## src/rtl/uart_link_partner.sv

```systemverilog
// Far-end 8N1 UART endpoint: drives the MCU rx line and receives the MCU tx line,
// with a byte FIFO per direction, MCU flow control and sticky error flags.
module uart_link_partner_fifo #(
    parameter int DEPTH = 4
) (
    input  logic                       clk,
    input  logic                       rst_n,
    input  logic                       push,
    input  logic [7:0]                 wdata,
    input  logic                       pop,
    output logic [7:0]                 head,
    output logic [$clog2(DEPTH):0]     count,
    output logic                       full
);
    localparam int AW = $clog2(DEPTH);
    localparam int CW = AW + 1;

    logic [7:0]    mem [DEPTH];
    logic [AW-1:0] wr_ptr;
    logic [AW-1:0] rd_ptr;
    logic          pop_ok;
    logic          push_ok;

    assign full    = (count == CW'(DEPTH));
    assign pop_ok  = pop && (count != '0);
    // a pop in the same cycle frees the slot, so a full FIFO can still accept
    assign push_ok = push && (!full || pop_ok);
    assign head    = mem[rd_ptr];

    always_ff @(posedge clk) begin
        if (!rst_n) begin
            wr_ptr <= '0;
            rd_ptr <= '0;
            count  <= '0;
        end else begin
            if (push_ok) wr_ptr <= wr_ptr + AW'(1);
            if (pop_ok)  rd_ptr <= rd_ptr + AW'(1);
            count <= count + CW'(push_ok) - CW'(pop_ok);
        end
    end

    always_ff @(posedge clk) begin
        if (push_ok) mem[wr_ptr] <= wdata;
    end
endmodule

module uart_link_partner #(
    parameter int FIFO_DEPTH = 4,
    parameter int HOLD_LEVEL = 3
) (
    input  logic        clk,
    input  logic        rst_n,
    input  logic [11:0] baud_counter,
    output logic        tx_line,
    input  logic        rx_line,
    input  logic        mcu_rts,
    output logic        hold_mcu,
    input  logic        wr_valid,
    input  logic [7:0]  wr_data,
    output logic        wr_ready,
    output logic        rd_valid,
    output logic [7:0]  rd_data,
    input  logic        rd_ready,
    output logic        overrun,
    output logic        framing_error,
    input  logic        clear_errors
);
    localparam int CW = $clog2(FIFO_DEPTH) + 1;

    typedef enum logic [1:0] {TX_IDLE, TX_START, TX_DATA, TX_STOP} tx_state_t;
    typedef enum logic [2:0] {RX_IDLE, RX_START, RX_DATA, RX_STOP, RX_WAIT} rx_state_t;

    tx_state_t       tx_state, tx_next;
    logic [12:0]     tx_cnt;
    logic [2:0]      tx_bit;
    logic [7:0]      tx_sh;
    logic [11:0]     tx_n;
    logic            tx_pop;
    logic            tx_bit_end;
    logic [7:0]      tx_head;
    logic [CW-1:0]   tx_count;
    logic            tx_full;

    rx_state_t       rx_state, rx_next;
    logic [12:0]     rx_cnt;
    logic [2:0]      rx_bit;
    logic [7:0]      rx_sh;
    logic [11:0]     rx_n;
    logic            rx_meta, rx_s, rx_prev;
    logic            rx_half, rx_bit_end;
    logic            rx_push, rx_pop, fe_set, ovr_set;
    logic [7:0]      rx_head;
    logic [CW-1:0]   rx_count;
    logic            rx_full;

    uart_link_partner_fifo #(.DEPTH(FIFO_DEPTH)) u_tx_fifo (
        .clk(clk), .rst_n(rst_n), .push(wr_valid), .wdata(wr_data), .pop(tx_pop),
        .head(tx_head), .count(tx_count), .full(tx_full)
    );

    uart_link_partner_fifo #(.DEPTH(FIFO_DEPTH)) u_rx_fifo (
        .clk(clk), .rst_n(rst_n), .push(rx_push), .wdata(rx_sh), .pop(rx_pop),
        .head(rx_head), .count(rx_count), .full(rx_full)
    );

    assign wr_ready = !tx_full;
    assign rd_valid = (rx_count != '0);
    assign rd_data  = rd_valid ? rx_head : 8'h00;
    assign rx_pop   = rd_valid && rd_ready;

    // TX: bit period is 2*(N+1) clocks, N latched while idle
    assign tx_bit_end = (tx_cnt == {tx_n, 1'b1});

    always_comb begin
        tx_next = tx_state;
        tx_pop  = 1'b0;
        case (tx_state)
            TX_IDLE:  if (tx_count != '0 && !mcu_rts) begin
                          tx_pop  = 1'b1;
                          tx_next = TX_START;
                      end
            TX_START: if (tx_bit_end) tx_next = TX_DATA;
            TX_DATA:  if (tx_bit_end && tx_bit == 3'd7) tx_next = TX_STOP;
            TX_STOP:  if (tx_bit_end) tx_next = TX_IDLE;
            default:  tx_next = TX_IDLE;
        endcase
    end

    always_comb begin
        tx_line = 1'b1;
        case (tx_state)
            TX_START: tx_line = 1'b0;
            TX_DATA:  tx_line = tx_sh[0];
            default:  tx_line = 1'b1;
        endcase
    end

    always_ff @(posedge clk) begin
        if (!rst_n) tx_state <= TX_IDLE;
        else        tx_state <= tx_next;
    end

    always_ff @(posedge clk) begin
        if (!rst_n) begin
            tx_cnt <= '0;
            tx_bit <= '0;
            tx_n   <= '0;
        end else if (tx_state == TX_IDLE) begin
            tx_n   <= baud_counter;
            tx_cnt <= '0;
            tx_bit <= '0;
        end else if (tx_bit_end) begin
            tx_cnt <= '0;
            if (tx_state == TX_DATA) tx_bit <= tx_bit + 3'd1;
        end else begin
            tx_cnt <= tx_cnt + 13'd1;
        end
    end

    always_ff @(posedge clk) begin
        if (tx_pop)
            tx_sh <= tx_head;
        else if (tx_state == TX_DATA && tx_bit_end)
            tx_sh <= {1'b0, tx_sh[7:1]};
    end

    // RX: rx_prev starts low, so a start edge needs rx_s to have been high once
    always_ff @(posedge clk) begin
        if (!rst_n) begin
            rx_meta <= 1'b0;
            rx_s    <= 1'b0;
            rx_prev <= 1'b0;
        end else begin
            rx_meta <= rx_line;
            rx_s    <= rx_meta;
            rx_prev <= rx_s;
        end
    end

    assign rx_half    = (rx_cnt == {1'b0, rx_n});
    assign rx_bit_end = (rx_cnt == {rx_n, 1'b1});

    always_comb begin
        rx_next = rx_state;
        rx_push = 1'b0;
        fe_set  = 1'b0;
        case (rx_state)
            RX_IDLE:  if (rx_prev && !rx_s) rx_next = RX_START;
            RX_START: if (rx_half) rx_next = rx_s ? RX_IDLE : RX_DATA;
            RX_DATA:  if (rx_bit_end && rx_bit == 3'd7) rx_next = RX_STOP;
            RX_STOP:  if (rx_bit_end) begin
                          if (rx_s) begin
                              rx_push = 1'b1;
                              rx_next = RX_IDLE;
                          end else begin
                              fe_set  = 1'b1;
                              rx_next = RX_WAIT;
                          end
                      end
            RX_WAIT:  if (rx_s) rx_next = RX_IDLE;
            default:  rx_next = RX_IDLE;
        endcase
    end

    assign ovr_set = rx_push && rx_full && !rx_pop;

    always_ff @(posedge clk) begin
        if (!rst_n) rx_state <= RX_IDLE;
        else        rx_state <= rx_next;
    end

    always_ff @(posedge clk) begin
        if (!rst_n) begin
            rx_cnt <= '0;
            rx_bit <= '0;
            rx_n   <= '0;
        end else if (rx_state == RX_IDLE || rx_state == RX_WAIT) begin
            rx_n   <= baud_counter;
            rx_cnt <= '0;
            rx_bit <= '0;
        end else if ((rx_state == RX_START && rx_half) || rx_bit_end) begin
            rx_cnt <= '0;
            if (rx_state == RX_DATA) rx_bit <= rx_bit + 3'd1;
        end else begin
            rx_cnt <= rx_cnt + 13'd1;
        end
    end

    always_ff @(posedge clk) begin
        if (rx_state == RX_DATA && rx_bit_end)
            rx_sh <= {rx_s, rx_sh[7:1]};
    end

    // the in-flight byte counts toward the threshold once its data phase starts
    always_ff @(posedge clk) begin
        if (!rst_n) begin
            hold_mcu      <= 1'b0;
            overrun       <= 1'b0;
            framing_error <= 1'b0;
        end else begin
            hold_mcu <= (rx_count >= CW'(HOLD_LEVEL)) ||
                        ((rx_count == CW'(HOLD_LEVEL - 1)) &&
                         (rx_state == RX_DATA || rx_state == RX_STOP));
            if (ovr_set)           overrun <= 1'b1;
            else if (clear_errors) overrun <= 1'b0;
            if (fe_set)            framing_error <= 1'b1;
            else if (clear_errors) framing_error <= 1'b0;
        end
    end
endmodule

```

## config.mk

```make
export PLATFORM = sky130hd
export DESIGN_NAME = uart_link_partner
export DESIGN_NICKNAME = d
export VERILOG_FILES = /design/src/rtl/uart_link_partner.sv
export SDC_FILE = /design/constraint.sdc
export NUM_CORES = 1
export LEC_CHECK = 0
export CORE_UTILIZATION = 55
export DETAILED_ROUTE_END_ITERATION = 12
export PLACE_DENSITY = 0.78
export SYNTH_ARGS = -nofsm -noshare
export SYNTH_HDL_FRONTEND = slang
export SYNTH_HIERARCHICAL = 1
export SYNTH_SLANG_ARGS = --single-unit
```

## constraint.sdc

```tcl
create_clock -name clk -period 3.8 [get_ports clk]
set_input_delay 0.76 -clock clk [delete_from_list [all_inputs] [get_ports clk]]
set_output_delay 0.76 -clock clk [all_outputs]
set_load 0.01 [all_outputs]
```

# Word level (Yosys, flattened, before mapping)
# Memory sizes are Yosys's and may differ from the RTL's. A register that Yosys moved wholly into a read port is not among the register bits.
# Cells that the tools add are included.
# totals
register_bits	97
ramBits	64
word_cells	139
mem_count	2
# mem_list
name	words	width	rd	rd_ports_with_merged_regs	write_ports	line_no	text
u_rx_fifo.mem	4	8	1	1	1	18	logic [7:0] mem [DEPTH];
u_tx_fifo.mem	4	8	1	1	1	18	
# classes
n_addsub	12
magnitude_cmp	1
n_eq_ne	24
mux	36
bitwise	1
reduce_logical	41
# op_table
cell	n
$add A13 B1 Y13 const B	2
$eq A13 B13 Y1	2
$mux W8	3
$mux W2	9
$mux W3	6
$ne A2 B2 Y1 const B	9
$eq A3 B3 Y1 const B	5
$logic_and A1 B1 Y1	15
$mux W1	15
$pmux W3 S5	1
$eq A13 B12 Y1	1
$eq A3 B2 Y1 const B	3
$add A2 B1 Y2 const B	4
$pmux W2 S4	1
$add A3 B1 Y3	2
$add A3 B1 Y3 const B	2
$logic_or A1 B1 Y1	6
$reduce_bool A2 Y1	3
$reduce_bool A3 Y1	2
$reduce_or A3 Y1	2
$sub A3 B1 Y3	2
$logic_not A1 Y1	5
$reduce_and A5 Y1	1
$eq A2 B2 Y1 const B	2
other kinds (10)	12

# Logic depth before layout (Yosys ltp)
# Gate-level depths: netlist of the first run.
# depth
depth_word	9
mapped_depth	14

# Cells and area by module
# Netlist of the first run, hierarchy kept.
# modules_own_cells
mod	n_inst	cells_each	area_each_um2	seq_area_each_um2
uart_link_partner	1	403	3856.2	1821.7
uart_link_partner_fifo (u_rx_fifo)	1	88	1650.3	1141.1
uart_link_partner_fifo (u_tx_fifo)	1	88	1625.3	1141.1

# Worst setup path before layout of the first run
# OpenSTA, ideal clock, no wires.
# synth_timing
kind	register to register
start	register rx_cnt[6]
end	register u_rx_fifo.count[2]
arrival_time_ns	2.749
slack_ns	0.936
stages_incl_launch_ff	15
n_path_buf	1
cell_sequence	dfxtp_1 -> clkbuf_1 -> xnor2_1 -> nand2_1 -> nor4_1 -> nand3_1 -> nor2_1 -> a21boi_4 -> a21o_1 -> ha_1 -> inv_1 -> fa_1 -> xnor2_1 -> xnor2_1 -> and2_1
# synth_between
elab_chain_len	6
# synth_lines
item	line_no	text
from (decl)	85	logic [12:0] rx_cnt;
from (signal assigned)	225	rx_cnt <= rx_cnt + 13'd1;
$eq A13 B13 Y1	181	assign rx_bit_end = (rx_cnt == {rx_n, 1'b1});
$mux W1	191	RX_STOP: if (rx_bit_end) begin
$mux W1	187	case (rx_state)
named net rx_push	91	logic rx_push, rx_pop, fe_set, ovr_set;
$logic_and A1 B1 Y1	27	assign push_ok = push && (!full || pop_ok);
$add A3 B1 Y3	38	count <= count + CW'(push_ok) - CW'(pop_ok);
$sub A3 B1 Y3	38	
to (signal assigned)	38	
to (decl)	12	output logic [$clog2(DEPTH):0] count,
# The timed path passes the listed nets, and every way through them passes these cells.
# A chain may end at the register's enable or synchronous reset.

# Worst setup path after layout of the first run
# layout_timing
start	register rx_cnt[2]
end	register u_rx_fifo.count[2]
# Same word-level chain as after synthesis.

==> results of run 1 <==
[cells in the final DEF (no fill, tap or decap), types with 4 or more instances in the layout]
master           count
dfxtp_1             85
nand4_1              8
nor3_1               5
mux2_2               7
inv_1               19
clkdlybuf4s50_1     40
o21ai_0             10
mux4_2              16
mux2i_1             18
clkbuf_16           17
and2_1              31
nor2_1              48
xnor2_1             36
and3_1               9
ha_1                20
buf_4                5
nand2_1             49
nor4_1               4
xor2_1              28
nand3_1             17
edfxtp_1            80
a21oi_1             19
[layer usage]
metal,up-vias,part of all wire,global-route usage
met5,-,0,0
met3,21,0.030,0.0518
met4,0,0.020,0.0957
met1,2070,0.46,0.264
met2,77,0.49,0.328
li1,2093,-,-
[how the worst max path moves through the flow]
| stage | startpoint | endpoint | slack, ns |
|---|---|---|---|
| 2_1_floorplan | rx_cnt[6]$_SDFF_PP0_ | u_rx_fifo/count[2]$_SDFF_PN0_ | 0.94 |
| 3_3_place_gp | rd_ready | u_rx_fifo/count[2]$_SDFF_PN0_ | 0.76 |
| 3_5_place_dp | mcu_rts | u_tx_fifo/count[1]$_SDFF_PN0_ | 0.65 |
| 4_1_cts | flip-flop | rd_data[1] | 0.66 |
| 5_1_grt | rx_cnt[2]$_SDFF_PP0_ | u_rx_fifo/count[2]$_SDFF_PN0_ | 0.45 |
| 6_report | rx_cnt[2]$_SDFF_PP0_ | u_rx_fifo/count[2]$_SDFF_PN0_ | 0.71 |
[layout make-up]
type,count,area [um2]
Multi-Input combinational cell,368,2820
Timing Repair Buffer,45,438
Inverter,19,71.3
Clock buffer,22,464
Clock inverter,10,124
Sequential cell,165,4100
Tap cell,172,215
Fill cell,977,4380
[report_power, final]
group	leakage (nW)	switching, mW	internal [mW]
Sequential	1.42	0.111	2.02
Clock	0.281	0.684	1.01
Combinational	1.26	0.308	0.327
[flip-flops by register name (all words and copies together) (netlist names), 8 cells and up, named ones only]
name / cells
rx_cnt: 13
tx_n: 12
rx_n: 12
u_rx_fifo/mem: 32
tx_cnt: 13
tx_sh: 8
rx_sh: 8
u_tx_fifo/mem: 32
[logic make-up (layout without fill, tap and decap cells)]
group,Yosys count,count (layout),share of synthesized area
AND/OR/NAND/NOR,189,189,0.133
flip-flops,165,165,0.575
XOR/XNOR,66,66,0.0832
AO/OA/AOI/OAI,49,49,0.0505
buffers and inverters,46,96,0.0288
multiplexers,42,42,0.0884
adder cells (fa/ha/maj),22,22,0.0407
[metrics by stage]
| step | instances | instance area, um2 | hold slack, ns | utilization | setup WS, ns |
|---|---|---|---|---|---|
| floorplan | 579 | 7130 | 0.412 | - | 0.936 |
| global placement | 769 | 7650 | 0.418 | 0.606 | 0.761 |
| detailed placement | 769 | 7650 | 0.422 | 0.606 | 0.651 |
| CTS | 801 | 8240 | 0.436 | 0.653 | 0.662 |
| global route | 801 | 8240 | 0.466 | 0.653 | 0.452 |
| finish | 801 | 8240 | 0.441 | 0.653 | 0.710 |
[worst register-to-register path: cells and delay by family (launching register included)]
kind                       cells  cell delay [ns]
buffers and inverters          2             0.22
adders and majority gates      2             0.50
xor gates and xnor gates       3             0.42
and+or+nand+nor                5             0.92
AOI/OAI and AO/OA              2             0.43
DFF                            1             0.50
==> impl_results.md, run 1 <==
- Die area: 13400 um2
- WHS Path Cells: 1
- Hold violation count in the final report: 0
- Stages on worst setup path: 14
- Hold buffer count at CTS: 0
- Final Total Pwr: 4.45 mW
- First-pass GRT wire length: between 20 and 25 mm
- Largest net degree at the start of global routing: 29
- Worst slew pin tran: 0.913 ns
- Post-synth EDFFs: 80
- CTS resizes: 0
- Setup violators final: 0
- Worst slew margin: 0.390
- Worst reg-to-reg setup slack: 0.71 ns
- Mapped cell area: 7130 um2
- Setup TNS Final: 0 ns
- Min Clock Period, post-route: 3.09 ns
- Routed WL: 12.8 mm
- Share of layout cells above drive strength 1: 0.113
- FMAX: about 320 MHz
- TritonRoute pass-1 iters: 4
- Final ANT Viol Nets: 0
- Max Cap Viol: 0
- Antenna violations before repair: 0
- Max Transition Viols Final: 0
- Total CTS buffers: 17
- Worst Hold Class: reg -> reg
- Slowest cell on the critical path: dfxtp_1
- WP buf/inv: 2
- Largest cells by area after synthesis: edfxtp_1 34%, dfxtp_1 24%, mux4_2 5.1%, xnor2_1 4.4%, ha_1 3.5%
- Die Wd: 116 um
- Critical R2R Capture: u_rx_fifo/count[2]$_SDFF_PN0_
- Hold Startpoint: rx_meta$_SDFF_PN0_
- Power Density: 541 nW/um2
- GRT Total Usage: 0.205
- Clock sink count: 165
- Layout Skew: 0.00887 ns
- Layout area overhead: 15.5%
- Async SR Flop Fraction: 0
- Worst Setup Path Type: reg -> reg
- # diodes: 0
- Required time of the critical path: around 4 ns
- CTS tree: built
- Most used cell, CP: xnor2_1
- Average size of a mapped cell: 12.3 um2
- Core area: 12600 um2
- Most common cell in the netlist: dfxtp_1
- Crit-path leading delay family: simple AND/OR/NAND/NOR gates
- Worst-Skew Late Latency: 0.42 ns
- Status: finished clean
- Max rail drop VDD: 418 uV
- HPWL Detailed: 8.82 mm
- GP Congestion: 0.790
- Critical Path AT: 3.40 ns
- Syn_nets: 628
- Max stage delay on crit path: ~0.50 ns
- Worst Path Max Fanout: 7
- CP cell instances: xnor2_2 -> nand4_1 -> nor4_1 -> buf_4 -> nand3_1 -> nor2_1 -> a21boi_4 -> a21o_1 -> ha_1 -> inv_1 -> fa_1 -> xnor2_1 -> xnor2_1 -> and2_1
- Commonest cells in the netlist: 85 x dfxtp_1, 80 x edfxtp_1, 49 x nand2_1, 48 x nor2_1, 36 x xnor2_1
- RSZ-0062 raised after global routing: false
- Row count: 41
- Vias post-DR: 4261
- Vias/cell: 5.32
- Clock slew at reported path FFs: 0.06 ns
- Tcrit/Tclk final: 0.813
- Total gr overflow: 0
- NumNets Final: 665
- Post-CTS setup buffer count: 0
- YS warnings: 6
- Root Buffer: clkbuf_16
- Synth Register Bits: 165
- DRC Markers: 0
- Clock Tree Buf Depth: 2
- Area leader, netlist: edfxtp_1
- Cell leakage power: 2.97 nW
- Most used DFF post-synth: dfxtp_1
- H-tree Lvls: 4
- Ports: 41
- R2R depth: 14
- Hold EP: rx_s$_SDFF_PN0_
- Die Y: 116 um
- Syn Inst Count: 579
- Post-synth cell types: 54
- First DRT Iteration DRCs: 203
- Initial Util: 0.565
- Post-synthesis sequential area ratio: 0.575
- Synth top area share: 0.337
- CP endpoint kind: flip-flop
- Wire per inst: 16.0 um
- R2r startpoint: rx_cnt[2]$_SDFF_PP0_
- # port buffers: 40
- Worst Setup Start Kind: flip-flop
- Number of global-route vias before repair: 4155
Power figures use the tool's default switching activity.
==> run 2, diff against run 1 <==
==> constraint.sdc (replaced) <==
create_clock -name clk -period 2.89 [get_ports clk]
set_input_delay 0.578 -clock clk [delete_from_list [all_inputs] [get_ports clk]]
set_output_delay 0.578 -clock clk [all_outputs]
set_load 0.01 [all_outputs]
==> impl_results.md, run 2 (synthesis gave the netlist of run 1 again) <==
- Status: complete, but fails checks
- Failing checks: negative setup slack
- CTS tree: built
- Root Buffer: clkbuf_16
- Commonest non-fill, non-tap cell in the layout: edfxtp_1
- Most frequent cells in the layout: 80 x edfxtp_1, 69 x dfxtp_1, 49 x nand2_1
- Vias post-DR: 4461 (+4.7%)
- Worst Setup Path Type: reg -> reg
- Max rail drop VDD: 497 uV (+19%)
- # port buffers: 40 (unchanged)
- Antenna violations before repair: 0 (unchanged)
- Die Wd: 116 um (unchanged)
- Worst Path Max Fanout: 3 (-4)
- Layout area overhead: 19.1%
- GRT Total Usage: 0.211 (+0.00573)
- HPWL Detailed: 8.78 mm (-0.42%)
- Number of global-route vias before repair: 4338 (+4.4%)
- NumNets Final: 690 (+3.8%)
- Cell leakage power: 3.09 nW (+4.3%)
- First-pass GRT wire length: 21.3 mm (+4.0%)
- Total CTS buffers: 17 (unchanged)
- WP buf/inv: 2 (unchanged)
- Share of layout cells above drive strength 1: 0.185 (+0.0721)
- H-tree Lvls: 4 (unchanged)
- FMAX: 344 MHz (+6.2%)
- Setup slack at placement: -0.0759 ns (-0.727 ns)
- Core area: 12600 um2 (unchanged)
- Top Registers: u_rx_fifo/mem (32), u_tx_fifo/mem (32)
- Hold buffer count at CTS: 0 (unchanged)
- Clock sink count: 165 (unchanged)
- Initial Util: 0.565 (unchanged)
- Routed WL: 13.3 mm (+4.0%)
- Clock Tree Buf Depth: 2 (unchanged)
- Die area: 13400 um2 (unchanged)
- Critical Path AT: 3.23 ns (-0.17 ns)
- Max Transition Viols Final: 0 (unchanged)
- Min Clock Period, post-route: 2.91 ns (-0.179 ns)
- Tcrit/Tclk final: 1.01 (+0.194)
- Required time of the critical path: 3.21 ns (-0.90 ns)
- Hold violation count in the final report: 0 (unchanged)
- Setup violators final: 1 (+1)
- Max Cap Viol: 0 (unchanged)
- Layout Skew: 0.00548 ns (-0.00339 ns)
- Die Y: 116 um (unchanged)
- Slowest cell on the critical path: fa_2
- Row count: 41 (unchanged)
- CP endpoint kind: flip-flop
- Power Density: 686 nW/um2 (+27%)
- Vias/cell: 5.40 (+1.5%)
- Final ANT Viol Nets: 0 (unchanged)
- Crit-path leading delay family: simple AND/OR/NAND/NOR gates
- GP Congestion: 0.842 (+6.6%)
- Worst slew margin: 0.520 (+0.130)
- Total gr overflow: 0 (unchanged)
- # diodes: 0 (unchanged)
- Final Total Pwr: 5.83 mW (+31%)
- RSZ-0062 raised after global routing: true
- PnR worst setup slack: -0.0211 ns (-0.731 ns)
- Largest net degree at the start of global routing: 29 (unchanged)
- Ports: 41 (unchanged)
- Wire per inst: 16.1 um (+0.86%)
- Fin area: 8500 um2 (+3.1%)
- Worst Setup Start Kind: flip-flop
- Worst-Skew Late Latency: 0.42 ns (about the same)
- Clock slew at reported path FFs: 0.06 ns (about the same)
- First DRT Iteration DRCs: 298 (+47%)
- Most used cell, CP: xnor2_2
- DRC Markers: 0 (unchanged)
- Placed cell areas: 7820 um2 (+2.2%)
- Worst slew pin tran: 0.714 ns (-0.199 ns)
- CP cell instances: xnor2_2 -> nand4_1 -> nor4_2 -> buf_4 -> nand3_4 -> nor2_4 -> a21boi_4 -> a21o_1 -> ha_1 -> inv_2 -> fa_2 -> xnor2_2 -> xnor2_1 -> and2_1
- Max stage delay on crit path: 0.40 ns (-0.10 ns)
- TritonRoute pass-1 iters: 4 (unchanged)
- Worst Hold Class: reg -> reg
run 2: cell types whose count changed in the layout (fill, tap and decap cells not counted), moves of 2 or more:
| cell | previous run | this run |
|---|---|---|
| clkinv_4 | 3 | 0 |
| dfxtp_1 | 85 | 69 |
| xnor2_2 | 2 | 7 |
| dfxtp_2 | 0 | 14 |
| buf_4 | 5 | 30 |
| clkinvlp_4 | 2 | 5 |
| dfxtp_4 | 0 | 2 |
| clkbuf_8 | 2 | 0 |
| xnor2_1 | 36 | 31 |
run 2: final cells by class:
cell class	instances	area, um2
fill	899	4120
inverter	19	71.3
sequential	165	4130
clock inverter	12	129
tap	172	215
multi-input combinational	368	2890
clock buffer	20	437
timing repair buffer	70	626
run 2: per-layer routing:
layer	global-route usage	routed length (um)	vias up
met3	0.0513	501	29
met4	0.0957	321	0
met5	0	0	-
met2	0.338	6440	99
li1	-	-	2142
met1	0.273	6030	2191
run 2: path summary, 6_finish.rpt:
path,start,end,slack [ns],cells past startpoint
hold / removal,rx_meta$_SDFF_PN0_,rx_s$_SDFF_PN0_,0.45,1
setup reg to reg,rx_cnt[12]$_SDFF_PP0_,u_rx_fifo/count[2]$_SDFF_PN0_,-0.02,14
setup / recovery,rx_cnt[12]$_SDFF_PP0_,u_rx_fifo/count[2]$_SDFF_PN0_,-0.02,14
hold reg to reg,rx_meta$_SDFF_PN0_,rx_s$_SDFF_PN0_,0.45,1
run 2: per-stage QoR:
step                      TNS [ns]  instances  hold WS [ns]   util
after global routing        -0.107        826         0.468  0.673
after global placement           0        791         0.418  0.619
after detailed placement   -0.0759        791         0.427  0.619
final                      -0.0211        826         0.446  0.673
after floorplan                  0        579         0.412      -
after CTS                        0        824         0.450  0.667
run 2: report_power, final:
part	total (mW)	leakage, nW	internal [mW]	switching (mW)
Sequential	2.80	1.43	2.65	0.148
Combinational	0.867	1.41	0.440	0.427
Clock	2.16	0.260	1.27	0.892
run 2: what timing repair did:
| action | in CTS | in global routing |
|---|---|---|
| setup buffers | 1 | 2 |
| endpoints found under the setup margin | 1 | 2 |
| pin swaps | 3 | 10 |
| resized for setup | 10 | 20 |
==> edit 1, RTL diff (settings of run 1) <==
Register the input `baud_counter` before use. The logic sees it one clock later. The other inputs are not delayed to match.
--- a/src/rtl/uart_link_partner.sv
+++ b/src/rtl/uart_link_partner.sv
@@ -71,4 +71,10 @@
     typedef enum logic [2:0] {RX_IDLE, RX_START, RX_DATA, RX_STOP, RX_WAIT} rx_state_t;
 
+    logic [11:0] baud_counter_q;
+
+    always_ff @(posedge clk) begin
+        baud_counter_q <= baud_counter;
+    end
+
     tx_state_t       tx_state, tx_next;
     logic [12:0]     tx_cnt;
@@ -147,5 +153,5 @@
             tx_n   <= '0;
         end else if (tx_state == TX_IDLE) begin
-            tx_n   <= baud_counter;
+            tx_n   <= baud_counter_q;
             tx_cnt <= '0;
             tx_bit <= '0;
@@ -216,5 +222,5 @@
             rx_n   <= '0;
         end else if (rx_state == RX_IDLE || rx_state == RX_WAIT) begin
-            rx_n   <= baud_counter;
+            rx_n   <= baud_counter_q;
             rx_cnt <= '0;
             rx_bit <= '0;
Function: changed (a bounded check fails within 10 cycles, from zero or initial values and one cycle with rst_n low).
==> edit 1 against run 1 <==
  * Setup slack worse by 0.26 ns
  * Cell area is 4.9% higher
  * Count of clock-buffer cells in the layout is 5 lower
  * Critical path depth stayed put
  * Combinational power is 17% higher
  * Total power is 9.2% higher
  * Critical path type unchanged
  * Area after synthesis is 4.6% higher
  * Sequential cell count is 12 higher
  * Wire length is 3.2% higher
  * Largest cell class unchanged
  * Synthesized cell count is 4.3% higher
==> edit 1: results (changes against run 1) <==
[global_route]
grt_max_degree=35  ; +21%
grt_usage_pct=20.6  ; +0.056 points
antenna_found_initial=0  ; unchanged
grt_pass1_wl_um=22100  ; +8.0%
grt_pass1_vias=4526  ; +8.9%

[final_layout]
diodes=0  ; unchanged
reg.largest.list=u_rx_fifo/mem: 32 flops, u_tx_fifo/mem: 32 flops
final_nets=693  ; +4.2%
drive_above_1_share_pct=12.8  ; +1.5 points

[sta]
tightest_slew_ns=1.00  ; +0.0891 ns
skew_ns=0.00854  ; -0.000336 ns

[route]
vias=4448  ; +4.4%
firstDrtPassIters=5  ; +1
detail_route.iter0.violations=203  ; unchanged
wl_um=13200  ; +3.2%

[place]
port_buffers=40  ; unchanged
place_congestion=0.821  ; +3.9%
place_hpwl_um=9130  ; +3.5%

[synthesis]
synth_cell_type_count=60  ; +11%
synth_edf_count=80  ; unchanged
postSynth.asyncResetShare_pct=0  ; unchanged
synth_warnings=6  ; unchanged
ys_seq_area_share_pct=58.2  ; +0.66 points
synthTopCellsByCount=97 x dfxtp_1, 80 x edfxtp_1, 53 x nand2_1
syn_nets=654  ; +4.1%
synth.area.top_cells=edfxtp_1 32%, dfxtp_1 26%, mux4_2 4.8%, xor2_1 3.9%, xnor2_1 3.8%

[floorplan]
initial_utilization_pct=56.4  ; -0.16 points

[outcome]
status=completed

[min_path]
hold_start=rx_meta
hp-class=reg -> reg

[clock_network]
clk_pin_slew_worst_paths_ns=0.06  ; about the same
postCtsSetupBuffers=0  ; unchanged
cts-root-buf=clkbuf_16
cts_htree_levels=4  ; unchanged
clk-insertion-delay-late_ns=0.43
cts_resized=0  ; unchanged
cts_buffers=17  ; unchanged
max-clock-path-buffers=2  ; unchanged

[critical_path]
critPathMaxFanout=7  ; unchanged
start_kind=flop
critPathArrivalTime_ns=3.67  ; +0.27 ns
r2r-start=rx_cnt[7]

[pwr]
ir_worst_vdd_v=0.000413  ; -1.2%
p_leak_nw=3.20  ; +8.0%

==> edit 1: changes by cell type in the layout (fill, tap and decap cells not counted), moves of 3 or more <==
cell,before,now
xnor2_1,36,32
nand3_1,17,13
dfxtp_1,85,97
and2_2,0,4
clkbuf_1,3,0
or2_2,1,4
nand2_1,49,53
xor2_1,28,33
==> edit 1: cell families (layout without fill, tap and decap cells) <==
group	after synthesis	count (layout)	share of synthesized area [%]
AO/OA/AOI/OAI	48	48	4.53
XOR/XNOR	66	66	7.85
adder cells (fa/ha/maj)	23	23	4.06
buffers and inverters	42	94	2.30
flip-flops	177	177	58.2
multiplexers	43	43	8.58
AND/OR/NAND/NOR	205	205	14.5
==> edit 1: area by class of cell <==
type	instances	area [um^2]
clock buffers	17	425
multi-input cells	385	2950
clock inverters	15	208
repair buffers	43	423
inverters	19	71.3
well taps	176	220
fillers	981	4600
flip-flops and latches	177	4340
==> edit 1: path summary, 6_finish.rpt <==
| kind | end | slack [ns] | depth (start not counted) |
|---|---|---|---|
| worst max-delay path | u_rx_fifo/count[2] | 0.45 | 14 |
| worst min-delay path | rx_s | 0.43 | 1 |
| worst max register to register | u_rx_fifo/count[2] | 0.45 | 14 |
| worst min register to register | rx_s | 0.43 | 1 |
==> edit 1: stage by stage <==
step           setup slack (ns)  instance area, um^2  instances  util, %  total power, mW
3_3_place_gp              0.563                 8010        800     60.5             3.02
5_1_grt                   0.192                 8640        832     65.2             5.08
3_5_place_dp              0.440                 8010        800     60.5             3.06
6_report                  0.451                 8640        832     65.2             4.86
2_1_floorplan             0.762                 7460        604        -             2.86
4_1_cts                   0.434                 8640        832     65.2             4.90
==> edit 1: routing by layer <==
| layer | up-vias | track usage, % | share of wire [%] |
|---|---|---|---|
| li1 | 2193 | - | - |
| met1 | 2148 | 25.1 | 44 |
| met2 | 88 | 34.7 | 50 |
| met3 | 19 | 5.50 | 3.7 |
| met4 | 0 | 8.47 | 1.7 |
| met5 | - | 0 | 0 |
==> edit 1: report_power, final <==
group / internal, mW / switching (mW) / total [mW]
Sequential: 2.15 / 0.125 / 2.28
Clock: 1.11 / 0.734 / 1.84
Combinational: 0.360 / 0.382 / 0.742
==> edit 1: worst max-delay path, stage by stage, from the launching register on <==
cell	delay, ns
dfxtp_1	0.42
xor2_1	0.12
nor4_2	0.42
nand4_2	0.24
nor3_1	0.32
a21boi_2	0.35
inv_1	0.08
ha_1	0.28
inv_1	0.05
ha_1	0.12
inv_1	0.05
fa_1	0.37
xnor2_1	0.15
xnor2_1	0.12
and2_1	0.15
==> edit 2, RTL diff (config.mk and constraints of run 1) <==
Made on the original files. Set the parameter `FIFO_DEPTH` to 16 (it was 4).
--- a/src/rtl/uart_link_partner.sv
+++ b/src/rtl/uart_link_partner.sv
@@ -46,5 +46,5 @@
 
 module uart_link_partner #(
-    parameter int FIFO_DEPTH = 4,
+    parameter int FIFO_DEPTH = 16,
     parameter int HOLD_LEVEL = 3
 ) (
Check against the original RTL: not equivalent (a bounded check fails within 10 cycles, from zero or initial values and one cycle with rst_n low).
==> edit 2 against run 1 <==
  * Setup slack worse by 0.57 ns
  * Largest power group unchanged
  * Hold slack improved by 0.016 ns
  * Clock skew up 0.020 ns
  * Critical path type is now reg -> out
  * Total power grew 130%
  * Wire length rose by 120%
  * Non-clock buffer count up 16
  * Combinational power rose to 3.2 times the old value
  * Sequential cell count rose by 208
  * Area after synthesis up 120%
  * Sequential power grew 120%
  * Critical path depth decreased by 8
  * Cell area increased by 110%
  * Global-route usage shrank 0.16 points
==> edit 2: results (changes against run 1) <==
[outcome]
status=completed

[critical_path]
crit_path_top_delay_cell=dfxtp_2
ff2ff_setup_slack_ns=0.43  ; -0.28 ns
cp_top_family=buffers and inverters
critPathArrivalTime_ns=2.90  ; -0.50 ns
cpPeakStageDelay_ns=0.55  ; +0.05 ns
r2r-start=rx_cnt[7]
r2r-end=u_rx_fifo/count[4]
critPathMaxFanout=10  ; +3

[place]
place_hpwl_um=18600  ; +110%
place_congestion=0.838  ; +6.2%
place_area_mm2=0.0164  ; +110%

[global_route]
grt_max_degree=49  ; +69%
antenna_found_initial=1  ; +1
grt_pass1_wl_um=45200  ; +120%

[pwr]
pwr-share-comb_pct=20.1  ; +5.8 points
clock_net_power_mw=3.38  ; +100%
p_leak_nw=6.12  ; +110%
p_clk_share_pct=33.2  ; -4.8 points
ir_worst_vdd_v=0.000412  ; -1.4%

[final_layout]
fillers=2008  ; +110%
drive_above_1_share_pct=11.7  ; +0.41 points
instances_no_fill=1490  ; +86%
reg.largest.list=u_rx_fifo/mem: 128 flops, u_tx_fifo/mem: 128 flops

[route]
detail_route.iter0.violations=548  ; +170%
wl_per_cell_um=19.0  ; +19%

[clock_network]
clk-insertion-delay-late_ns=0.52  ; +0.10 ns

[sta]
clock.fmax_mhz=273  ; -16%
slew-limit-headroom_pct=31.9  ; -7.2 points
worst_hold_slack_ns=0.457  ; +0.0157 ns

[synthesis]
syn_area_per_cell_um2=15.2  ; +23%
synthTopCellsByCount=272 x edfxtp_1, 101 x dfxtp_1, 70 x nand2_1
synth_edf_count=272  ; +240%

-- edit 2: layer usage --
metal / part of all wire [%] / track usage, %
met1: 43 / 27.3
met2: 50 / 34.2
met3: 4.2 / 3.44
met4: 2.4 / 6.27
met5: 0 / 0
-- edit 2: final cells by class --
| cell class | instances | area, um^2 | share of cell area [%] |
|---|---|---|---|
| clock inverters | 17 | 135 | 0.773 |
| well taps | 378 | 473 | 2.70 |
| clock buffers | 48 | 987 | 5.64 |
| repair buffers | 61 | 566 | 3.23 |
| multi-input cells | 579 | 5010 | 28.7 |
| flip-flops and latches | 373 | 10200 | 58.3 |
| inverters | 33 | 124 | 0.708 |
| diodes | 1 | 2.50 | 0.0143 |
-- edit 2: cells by family (layout without fill, tap and decap cells) --
kind of cell / after synthesis / count (layout) / synth area share (%)
adders and majority gates: 34 / 34 / 2.82
DFF: 373 / 373 / 65.3
and+or+nand+nor: 288 / 288 / 9.61
other: 0 / 1 / 0
xor gates and xnor gates: 72 / 72 / 4.09
buffers and inverters: 77 / 159 / 2.56
AOI/OAI and AO/OA: 101 / 101 / 4.35
muxes: 84 / 84 / 11.3
-- edit 2: worst reg2reg max path: stages, from the launching register on --
cell and delay (ns):
dfxtp_1 0.46, xnor2_1 0.15, nand4_1 0.15, nor4_1 0.29, buf_4 0.19, nand3_1 0.14, nor2_1 0.16, o21ai_1 0.11
ha_1 0.28, inv_1 0.06, ha_1 0.15, inv_1 0.06, fa_1 0.38, nand2b_1 0.18, a21oi_1 0.21, o21ai_0 0.10
and3b_1 0.18
-- edit 2: metrics by stage --
step           util [%]  worst slack (ns)
6_report           62.8             0.142
5_1_grt            62.8           0.00964
4_1_cts            62.8            0.0758
3_5_place_dp       58.8             0.393
3_3_place_gp       58.8             0.470
2_1_floorplan         -             0.164
